--- src/rtl/mem_access_seq.sv ---
// Sequences byte/half/word loads and stores over a byte-wide data memory,
// stalling the datapath until the big-endian transfers complete.
module mem_access_seq #(
    parameter int MEM_BYTES = 1024
) (
    input  logic        clk_i,
    input  logic        rst_i,
    input  logic        start_i,
    input  logic        mem_read_i,
    input  logic        mem_write_i,
    input  logic [1:0]  mem_num_i,
    input  logic        unsigned_i,
    input  logic [31:0] addr_i,
    input  logic [31:0] wdata_i,
    output logic        stall_o,
    output logic        done_o,
    output logic [31:0] rdata_o,
    output logic        misalign_o,
    output logic        range_o,
    output logic [31:0] mem_addr_o,
    output logic        mem_re_o,
    output logic        mem_we_o,
    output logic [7:0]  mem_wdata_o,
    input  logic [7:0]  mem_rdata_i,
    input  logic        mem_ready_i
);
    typedef enum logic [1:0] {IDLE, ACCESS, FINISH, ERROR} state_t;

    state_t      state_q, state_d;
    logic [31:0] base_q, base_d;
    logic [31:0] wdata_q, wdata_d;
    logic [1:0]  last_q, last_d;
    logic [1:0]  cnt_q, cnt_d;
    logic        write_q, write_d;
    logic        uns_q, uns_d;
    logic [23:0] asm_q, asm_d;
    logic [31:0] rdata_q, rdata_d;
    logic        mis_q, mis_d;
    logic        rng_q, rng_d;

    logic        valid_req;
    logic [1:0]  req_last;
    logic [32:0] req_end;
    logic        req_mis;
    logic        req_rng;
    logic [31:0] assembled;
    logic [31:0] extended;
    logic [1:0]  byte_sel;

    // last_q holds N-1 so the final transfer is simply cnt_q == last_q
    always_comb begin
        valid_req = start_i && (mem_read_i ^ mem_write_i) && (mem_num_i != 2'b00);
        case (mem_num_i)
            2'b01:   req_last = 2'd0;
            2'b10:   req_last = 2'd1;
            default: req_last = 2'd3;
        endcase
        req_end   = {1'b0, addr_i} + {31'b0, req_last} + 33'd1;
        req_mis   = ((mem_num_i == 2'b10) && addr_i[0]) ||
                    ((mem_num_i == 2'b11) && (addr_i[1:0] != 2'b00));
        req_rng   = req_end > 33'(MEM_BYTES);
        assembled = {asm_q, mem_rdata_i};
        case (last_q)
            2'd0:    extended = uns_q ? {24'b0, assembled[7:0]}
                                      : {{24{assembled[7]}}, assembled[7:0]};
            2'd1:    extended = uns_q ? {16'b0, assembled[15:0]}
                                      : {{16{assembled[15]}}, assembled[15:0]};
            default: extended = assembled;
        endcase
        byte_sel = last_q - cnt_q;
    end

    always_ff @(posedge clk_i) begin
        if (rst_i) begin
            state_q <= IDLE;
            base_q  <= '0;
            wdata_q <= '0;
            last_q  <= '0;
            cnt_q   <= '0;
            write_q <= 1'b0;
            uns_q   <= 1'b0;
            asm_q   <= '0;
            rdata_q <= '0;
            mis_q   <= 1'b0;
            rng_q   <= 1'b0;
        end else begin
            state_q <= state_d;
            base_q  <= base_d;
            wdata_q <= wdata_d;
            last_q  <= last_d;
            cnt_q   <= cnt_d;
            write_q <= write_d;
            uns_q   <= uns_d;
            asm_q   <= asm_d;
            rdata_q <= rdata_d;
            mis_q   <= mis_d;
            rng_q   <= rng_d;
        end
    end

    always_comb begin
        state_d = state_q;
        base_d  = base_q;
        wdata_d = wdata_q;
        last_d  = last_q;
        cnt_d   = cnt_q;
        write_d = write_q;
        uns_d   = uns_q;
        asm_d   = asm_q;
        rdata_d = rdata_q;
        mis_d   = mis_q;
        rng_d   = rng_q;
        case (state_q)
            IDLE: begin
                if (valid_req) begin
                    if (req_mis || req_rng) begin
                        mis_d   = mis_q | req_mis;
                        rng_d   = rng_q | req_rng;
                        state_d = ERROR;
                    end else begin
                        base_d  = addr_i;
                        wdata_d = wdata_i;
                        last_d  = req_last;
                        write_d = mem_write_i;
                        uns_d   = unsigned_i;
                        cnt_d   = 2'd0;
                        asm_d   = '0;
                        state_d = ACCESS;
                    end
                end
            end
            ACCESS: begin
                if (mem_ready_i) begin
                    if (!write_q) asm_d = assembled[23:0];
                    cnt_d = cnt_q + 2'd1;
                    if (cnt_q == last_q) begin
                        if (!write_q) rdata_d = extended;
                        state_d = FINISH;
                    end
                end
            end
            FINISH:  state_d = IDLE;
            default: state_d = ERROR;
        endcase
    end

    always_comb begin
        stall_o     = 1'b0;
        done_o      = 1'b0;
        mem_re_o    = 1'b0;
        mem_we_o    = 1'b0;
        mem_addr_o  = '0;
        mem_wdata_o = '0;
        case (state_q)
            IDLE:   stall_o = valid_req;
            ACCESS: begin
                stall_o    = 1'b1;
                mem_re_o   = !write_q;
                mem_we_o   = write_q;
                mem_addr_o = base_q + {30'b0, cnt_q};
                case (byte_sel)
                    2'd0:    mem_wdata_o = wdata_q[7:0];
                    2'd1:    mem_wdata_o = wdata_q[15:8];
                    2'd2:    mem_wdata_o = wdata_q[23:16];
                    default: mem_wdata_o = wdata_q[31:24];
                endcase
            end
            FINISH:  done_o  = 1'b1;
            default: stall_o = 1'b1;
        endcase
    end

    assign rdata_o    = rdata_q;
    assign misalign_o = mis_q;
    assign range_o    = rng_q;
endmodule
--- config.mk ---
export PLATFORM = sky130hd
export DESIGN_NAME = mem_access_seq
export DESIGN_NICKNAME = d
export VERILOG_FILES = /design/src/rtl/mem_access_seq.sv
export SDC_FILE = /design/constraint.sdc
export NUM_CORES = 1
export LEC_CHECK = 0
export CAP_MARGIN = 20
export CORE_MARGIN = 5
export CORE_UTILIZATION = 67
export DETAILED_ROUTE_END_ITERATION = 10
export DONT_BUFFER_PORTS = 1
export GPL_TIMING_DRIVEN = 0
export PLACE_DENSITY = 0.83
export SETUP_SLACK_MARGIN = 0.05
export SLEW_MARGIN = 20
export SYNTH_ARGS = -nofsm -noshare
export SYNTH_HDL_FRONTEND = slang
export SYNTH_SLANG_ARGS = --single-unit
--- constraint.sdc ---
create_clock -name clk_i -period 5.8 [get_ports clk_i]
set_input_delay 0.87 -clock clk_i [delete_from_list [all_inputs] [get_ports clk_i]]
set_output_delay 0.87 -clock clk_i [all_outputs]
set_load 0.02 [all_outputs]
* Word-level counts from Yosys, hierarchy flattened
Index checks and enable logic that the tools add are counted.
** Word-level totals
- Register bits :: 130
- Bits of input ports :: 81
** Operators by class
- Add/subtract/negate cells :: 5
- Order comparisons :: 1
- Equality and inequality tests :: 14
- Mux-type cells :: 25
- Bitwise gates (word level) :: 5
- Reductions and logical operators :: 19
** Operator list (number)
- 2-to-1 mux 24 bit :: 4
- 2-to-1 mux 32 bit :: 3
- one-hot mux 32 bit (2 select lines) :: 1
- one-hot mux 24 bit (2 select lines) :: 1
- adder 32 x 2 -> 33 bit :: 1
- adder 33 x 1 -> 33 bit (second input constant) :: 1
- greater-than comparator 33 x 11 -> 1 bit (second input constant) :: 1
- adder 32 x 2 -> 32 bit :: 1
- one-hot mux 8 bit (3 select lines) :: 1
- 2-to-1 mux 2 bit :: 7
- inequality test 2 bit (second input constant) :: 5
- AND reduction 3 bit :: 3
- equality test 2 x 1 -> 1 bit (second input constant) :: 4
- equality test 2 bit (second input constant) :: 4
- 2-to-1 mux 8 bit :: 1
- one-hot mux 2 bit (2 select lines) :: 2
- AND reduction 4 bit :: 2
- logical NOT 2 bit :: 3
- one-hot mux 2 bit (3 select lines) :: 1
- nonzero test 2 bit :: 3
- AND reduction 5 bit :: 1
- logical AND 1 bit :: 4
- 2-to-1 mux 1 bit :: 3
- adder 2 x 1 -> 2 bit (second input constant) :: 1
- 8 further kinds :: 11

* Longest topological paths before layout
Gate-level depths: netlist of run 1.
- Word-level depth :: 9
- Mapped depth :: 15
- Depth with buffers taken out :: 13

* Worst setup path after synthesis of run 1
No wires, ideal clock.
- Path type :: input-to-reg
- Start :: input mem_num_i[0]
- End :: register asm_q[10]
- Setup time :: 0.060 ns
- Arrival time :: 3.899 ns
- Required time :: 5.740 ns
- Slack :: 1.842 ns
- Cell stages on the path :: 13
- Cells stage by stage :: inv_1 > ha_1 > inv_1 > ha_1 > nor2b_1 > o2111ai_4 > or4_1 > a211oi_2 > nand4_1 > or4_4 > a21oi_4 > buf_6 > a32o_2
** On the way
- Cells in the longest elaborated chain, start to end :: 8
- Elaborated cells between the ends (all ways) :: 16
** Ends and longest elaborated chain
- start: declaration :: line 11 : input logic [1:0] mem_num_i,
- equality test 2 bit / equality test 2 x 1 -> 1 bit (equally long branches) :: line 53 : case (mem_num_i)
- one-hot mux 2 bit (2 select lines) (*) :: line 53
- named net req_last[1] :: line 42 : logic [1:0] req_last;
- adder 32 x 2 -> 33 bit (*) :: line 58 : req_end = {1'b0, addr_i} + {31'b0, req_last} + 33'd1;
- adder 33 x 1 -> 33 bit (*) :: line 58
- greater-than comparator 33 x 11 -> 1 bit (*) :: line 61 : req_rng = req_end > 33'(MEM_BYTES);
- logical OR 1 bit (*) :: line 116 : if (req_mis || req_rng) begin
- inequality test 2 bit (no line) (*)
- AND reduction 5 bit (no line) (*)
- end signal: assignment :: line 94 : asm_q <= asm_d;
- end: declaration :: line 36 : logic [23:0] asm_q, asm_d;
Mark *: on every way through the listed nets, which the timed path passes. The rest lies on a longest branch.
A chain may end at the register's enable or synchronous reset.

* Worst setup path after layout of run 1
- Start :: register cnt_q[0]
- End :: output mem_addr_o[16]
** On the way
- Cells in the longest elaborated chain, start to end :: 2
** Ends and longest elaborated chain
- start: declaration :: line 33 : logic [1:0] cnt_q, cnt_d;
- start signal: assignment :: line 91 : cnt_q <= cnt_d;
- adder 32 x 2 -> 32 bit :: line 160 : mem_addr_o = base_q + {30'b0, cnt_q};
- 2-to-1 mux 32 bit :: line 154 : case (state_q)
- end: declaration :: line 20 : output logic [31:0] mem_addr_o,
Every way passes these cells.

==> results of run 1 <==
==> critical path, delay by kind of cell (launching register included) <==
| kind | cells | cell delay, ps |
|---|---|---|
| fa+ha+maj | 2 | 500 |
| compound gates | 1 | 580 |
| simple gates | 4 | 1420 |
| flops | 1 | 470 |
==> power groups by stage <==
stage / sequential [mW] / clock [mW] / combinational [mW]
after global placement: 1.06 / 0 / 0.371
after floorplan: 1.04 / 0 / 0.299
after global routing: 1.05 / 1.07 / 0.442
after CTS: 1.04 / 1.02 / 0.398
final: 1.04 / 1.01 / 0.396
after detailed placement: 1.06 / 0 / 0.392
==> logic make-up after synthesis <==
group	count (synthesis)	synth area share
fa+ha+maj	15	0.0307
mux	66	0.116
buf+inv	60	0.0423
simple gates	307	0.244
flops	130	0.395
compound gates	109	0.126
xor+xnor	35	0.0465
==> flip-flops by register name, summed over array words and instances (netlist names) <==
| register | cells |
|---|---|
| range_o | 1 |
| cnt_q | 2 |
| rdata_o | 32 |
| write_q | 1 |
| uns_q | 1 |
| last_q | 2 |
| asm_q | 24 |
| state_q | 2 |
| base_q | 32 |
| wdata_q | 32 |
| misalign_o | 1 |
==> area by class of cell <==
cell class	instances	area, um^2
tap	133	166
clock buffer	20	435
buffer	41	208
inverter	19	71.3
clock inverter	12	133
fill	724	2360
multi-input combinational	532	3710
sequential	130	2600
==> final timing paths <==
path              startpoint        endpoint  slack [ps]  depth (start not counted)
setup / recovery    cnt_q[0]  mem_addr_o[16]        1460                          7
hold / removal    base_q[31]      base_q[31]         490                          1
setup reg to reg   last_q[0]     rdata_o[31]        2050                         10
hold reg to reg   base_q[31]      base_q[31]         490                          1
==> metal layers <==
metal  global-route usage  part of all wire  vias to the layer above
met3               0.0817             0.077                       31
met1                0.347              0.40                     2628
met2                0.512              0.50                      219
li1                     -                 -                     2638
met5                    0                 0                        -
met4               0.0935             0.019                        0
==> cells in the final DEF, fill, tap and decap left out, types with 5 or more instances in the layout <==
cell / count
ha_1: 13
a21boi_0: 7
nand2_1: 26
nand3_1: 23
or2_2: 6
o21ai_0: 18
clkbuf_16: 16
and2_1: 57
dfxtp_1: 130
mux4_2: 8
xnor2_1: 27
inv_1: 18
nor3_1: 38
mux2i_1: 57
and4_1: 6
nor2_1: 92
or3_1: 8
xor2_1: 8
a21oi_1: 29
and3_1: 5
a32o_2: 20
clkbuf_1: 27
buf_4: 7
nor4_1: 5
nand4_1: 15
==> metrics by stage <==
step	cells	setup WS (ps)	util	cell area [um^2]
after floorplan	722	1840	-	6590
after global routing	887	1160	0.757	7330
after global placement	855	1320	0.698	6760
final	887	1460	0.757	7330
after CTS	887	1450	0.757	7330
after detailed placement	855	1210	0.698	6760
==> key figures, run 1 <==
Worst setup path
  • Critical path type: reg2out
  • CP startpoint kind: flop
  • Slowest cell on the critical path: a21boi_0
  • Worst path max stage delay: 580 ps
  • CP cell instances: ha_1 -> fa_1 -> nand3_1 -> nor3_1 -> nand2_1 -> or3_1 -> a21boi_0
  • CP Max Fanout: 9
  • CP endpoint kind: primary output
  • Crit path arrival time: between 3000 and 4000 ps
  • Data required time of the critical path: between 4000 and 5000 ps

STA
  • Clock skew: about 11 ps
  • Fin crit share: 0.748
  • Setup Viol. Count Final: 0
  • Fmax: 231 MHz
  • RSZ-0062 raised after global routing: no
  • Crit path time final: ~4300 ps
  • Final Slew Violations: 0
  • Final Hold Fails: 0
  • Worst-margin pin slew: 1020 ps
  • Worst hold slack: between 400 and 500 ps
  • Total negative setup slack: 0 ps
  • Max-slew headroom at the worst pin: 0.319

Global route
  • Overall global routing resource usage: 0.293
  • Total congestion overflow: 0
  • First-pass GRT wire length: 27.6 mm
  • Initial antenna violation count: 0
  • Vias in the first global route: between 5,000 and 6,000
  • Largest net degree at the start of global routing: 17

Finish
  • Antenna cells: 0
  • Ratio of cells with drive above 1 in the final layout: 0.122
  • P&R area growth vs syn: 11.1%
  • Final nets: 837

Drt
  • Routed vias: roughly 5,500
  • First-iteration detailed-routing DRC count: roughly 350
  • Drt wl/cell: around 19 um
  • Avg Vias per Cell: 6.22
  • Final ANT Viol Nets: 0
  • Routed Wire Length: 16.9 mm
  • 1st-pass router iterations: 5
  • Remaining routing DRC violations: 0

Placed design
  • Final GP Congestion: about 0.86
  • IO Port Bufs: 0
  • DPL Wire Length: approximately 13 mm

Logic synthesis
  • Syn_area_per_cell: just over 9 um^2
  • Gate Count Post-Synth: around 720
  • Area of the mapped netlist: around 6600 um^2
  • Top FF cell, synth: dfxtp_1
  • Flops & latches, synth: between 100 and 150
  • Synth area leader: dfxtp_1
  • Dominant cells by area after synthesis: dfxtp_1 (39%), mux2i_1 (8.7%), and2_1 (5.4%)
  • Syn nets: 818
  • Share of the synthesized area in the top cell type: 0.395
  • Sequential share of the synthesized area: 0.395
  • Netlist cell types: 71
  • Post-synthesis async set-or-reset flop share: 0
  • Number of synthesized flops with an enable pin: 0
  • Most frequent cells after synthesis: dfxtp_1 (130), nor2_1 (92), and2_1 (57), mux2i_1 (57), nor3_1 (38)
  • Yosys warnings: 0
  • Most instantiated library cell after synthesis: dfxtp_1

Power
  • Clock share of power: 0.414
  • Net switching power: roughly 740 uW
  • Sequential share of power: 0.424
  • Pleak: 2.71 nW
  • Pwr dens: approximately 330 nW/um^2
  • Combinational power share: 0.162
  • Design Power: 2.45 mW
  • Switch share: 0.303
  • Worst VDD drop: 0.290 mV
  • P_int: ~1.7 mW

Hold path
  • Hold Crit Class: reg2reg

Clocking
  • Num CTS Buffers: 17
  • TritonCTS clock tree: done
  • Clock Tree Buf Depth: 2
  • Clk Latency, worst-skew pair: between 500 and 600 ps
  • Root Driver: clkbuf_8
  • Hold buffer count at CTS: 0
  • Clock-pin slew on the worst setup and hold paths: 50 ps
  • Setup bufs post-CTS: 0
  • Clock sink count: 130
  • Post_cts resized: 0
  • H-tree depth: 4

Floorplanning
  • Chip width: roughly 110 um
  • I/O pins: ~160
  • Core ar.: a little under 10,000 um^2
  • Row count: 36
  • Die Y: ~110 um
  • Die footprint: 11,900 um^2
  • Starting density of the core: 0.681

Job
  • Max-cap violations: 0

Outcome
  • Status: finished, final reports clean
Power figures use the tool's default switching activity.
==> inputs of run 2 (changes only) <==
--- a/config.mk
+++ b/config.mk
@@ -7,11 +7,11 @@
 export LEC_CHECK = 0
 export CAP_MARGIN = 20
 export CORE_MARGIN = 5
-export CORE_UTILIZATION = 67
+export CORE_UTILIZATION = 64
 export DETAILED_ROUTE_END_ITERATION = 10
 export DONT_BUFFER_PORTS = 1
 export GPL_TIMING_DRIVEN = 0
-export PLACE_DENSITY = 0.83
+export PLACE_DENSITY = 0.8
 export SETUP_SLACK_MARGIN = 0.05
 export SLEW_MARGIN = 20
 export SYNTH_ARGS = -nofsm -noshare
==> constraint.sdc (replaced) <==
create_clock -name clk_i -period 4.15 [get_ports clk_i]
set_input_delay 0.6225 -clock clk_i [delete_from_list [all_inputs] [get_ports clk_i]]
set_output_delay 0.6225 -clock clk_i [all_outputs]
set_load 0.02 [all_outputs]
==> run 2 against run 1 <==
Setup slack got worse by 1100 ps. Design area increased by 0.24%. Sequential power increased by 39%. Die area increased by 4.3%. Utilization decreased by 3.5 points. Non-clock buffer count unchanged. Combinational power increased by 41%. Routed wire length decreased by 1.5%. Register-to-register slack got worse by 1300 ps. Clock-buffer cell count decreased by 3. Largest power group unchanged. Highest routed layer unchanged. Total power increased by 40%.
==> key figures, run 2 (synthesis results as in run 1) <==
STA
  • Crit path time final: between 3000 and 4000 ps
  • Final Slew Violations: 0 (unchanged)
  • Fmax: about 260 MHz
  • Setup Viol. Count Final: 0 (unchanged)
  • Total negative setup slack: 0 ps (unchanged)
  • Final Hold Fails: 0 (unchanged)
  • Max-slew headroom at the worst pin: 0.403 (+0.0837)
  • Fin crit share: 0.913
  • Final setup margin: 360 ps (-1100 ps)
  • Clock skew: 6.47 ps (-4.72 ps)
  • Worst hold slack: 230 ps (-258 ps)
  • Worst-margin pin slew: 890 ps (-130 ps)
  • RSZ-0062 raised after global routing: no

Drt
  • 1st-pass router iterations: 5 (unchanged)
  • First-iteration detailed-routing DRC count: 298 (-14%)
  • Avg Vias per Cell: 6.18 (-0.64%)
  • Routed vias: 5,499 (-0.31%)
  • Drt wl/cell: 18.7 um (-1.8%)
  • Final ANT Viol Nets: 0 (unchanged)
  • Remaining routing DRC violations: 0 (unchanged)
  • Routed Wire Length: 16.7 mm (-1.5%)

Global route
  • First-pass GRT wire length: 27.0 mm (-2.2%)
  • Initial antenna violation count: 0 (unchanged)
  • Total congestion overflow: 0 (unchanged)
  • Vias in the first global route: 5,441 (-3.2%)
  • Overall global routing resource usage: 0.265 (-0.0273)
  • Largest net degree at the start of global routing: 17 (unchanged)

Placed design
  • DPL Wire Length: 12.5 mm (-0.17%)
  • Dpl ws: -122 ps (-1340 ps)
  • Final GP Congestion: 0.841 (-2.4%)
  • Inst Count DP: 858 (+0.35%)
  • Placed instance area: 6760 um^2 (about the same)
  • IO Port Bufs: 0 (unchanged)

Power
  • Pleak: 2.71 nW (about the same)
  • Pwr dens: 468 nW/um^2 (+40%)
  • Worst VDD drop: 0.396 mV (+37%)

Worst setup path
  • CP startpoint: mem_num_i[0]
  • Top Family by Delay on Critical Path: simple AND/OR/NAND/NOR gates
  • Data required time of the critical path: 4610 ps (-320 ps)
  • Slowest cell on the critical path: or4_4
  • CP startpoint kind: primary input
  • Reg-to-Reg Start: last_q[0]
  • Critical path type: in2reg
  • Buf/Inv on CP: 4 (+4)
  • Worst path max stage delay: 580 ps (about the same)
  • CP Max Fanout: 10 (+1)
  • Crit path arrival time: 4250 ps (+780 ps)
  • CP cell instances: inv_1 -> ha_1 -> inv_1 -> ha_1 -> nor2b_1 -> o2111ai_4 -> or4_4 -> nor3b_1 -> o22ai_1 -> nor4_1 -> buf_2 -> nor2_1 -> clkbuf_1 -> and2_1
  • Flop-to-flop setup slack: 700 ps (-1350 ps)
  • CP endpoint kind: flop

Clocking
  • H-tree depth: 4 (unchanged)
  • TritonCTS clock tree: done
  • Root Driver: clkbuf_8
  • Clock Tree Buf Depth: 2 (unchanged)
  • Clk Latency, worst-skew pair: 520 ps (about the same)
  • Clock sink count: 130 (unchanged)
  • Clock-pin slew on the worst setup and hold paths: 60 ps (about the same)
  • Hold buffer count at CTS: 0 (unchanged)
  • Num CTS Buffers: 17 (unchanged)

Finish
  • Final nets: 837 (unchanged)
  • Most common cell after layout, fill and taps aside: dfxtp_1
  • Antenna cells: 0 (unchanged)
  • Ratio of cells with drive above 1 in the final layout: 0.127 (+0.00531)
  • P&R area growth vs syn: 11.4%
  • Most frequent cells in the layout: dfxtp_1 (130), nor2_1 (92), and2_1 (57), mux2i_1 (57), nor3_1 (37)
  • Final Non-Filler Cells: 890 (+0.34%)
  • Fillers: 771 (+6.5%)
  • Design Area, Final: 7340 um^2 (+0.24%)

Floorplanning
  • I/O pins: 159 (unchanged)
  • Row count: 37 (+2.8%)
  • Chip width: 111 um (+2.1%)
  • Starting density of the core: 0.647 (-0.0335)
  • Die Y: 111 um (+2.1%)
  • Die footprint: 12,400 um^2 (+4.3%)
  • Core ar.: 10,200 um^2 (+5.2%)

Hold path
  • Hold Crit Class: in2reg
  • HP Start: mem_rdata_i[5]

Job
  • Max-cap violations: 0 (unchanged)

Outcome
  • Status: finished, final reports clean
-- run 2: layout make-up --
class	instances	area [um^2]	area share
clock inverters	15	158	0.0215
flip-flops and latches	130	2600	0.354
multi-input cells	532	3720	0.507
plain buffers	41	208	0.0283
inverters	19	71.3	0.00971
clock buffers	17	414	0.0564
well taps	136	170	0.0232
-- run 2: timing repair --
item / in CTS / in global routing
buffers inserted: 0 / 0
resized for setup: 2 / 2
pin swaps: 0 / 0
setup endpoints to repair: 2 / 15
-- run 2: final timing paths --
kind,end,cells past startpoint
setup reg to reg,rdata_o[22],10
hold / removal,asm_q[5],1
setup / recovery,base_q[29],14
hold reg to reg,base_q[31],1
-- run 2: report_power, final --
part,switching [mW],total (mW),internal [mW],leakage (nW)
Sequential,0.129,1.45,1.32,1.05
Combinational,0.367,0.557,0.190,1.39
Clock,0.572,1.43,0.859,0.271
-- run 2: layer usage --
layer  vias to the layer above  track usage  part of all wire
met1                      2630        0.318              0.41
met5                         -            0                 0
met4                         0       0.0949             0.019
met2                       215        0.445              0.49
li1                       2622            -                 -
met3                        32       0.0891             0.088
-- run 2: metrics by stage --
step	utilization	total power, mW
after global routing	0.721	3.59
final	0.721	3.44
after global placement	0.664	2.00
after floorplan	-	1.88
after CTS	0.720	3.45
after detailed placement	0.664	2.02
-- run 2: worst reg2reg max path, cell delays in order, from the launching register on --
cell	delay, ps
dfxtp_1	390
inv_1	80
ha_1	270
buf_1	460
nand3_1	220
nor3b_2	620
o21ai_1	400
a31o_2	390
buf_1	230
a21oi_1	190
nor3_1	80
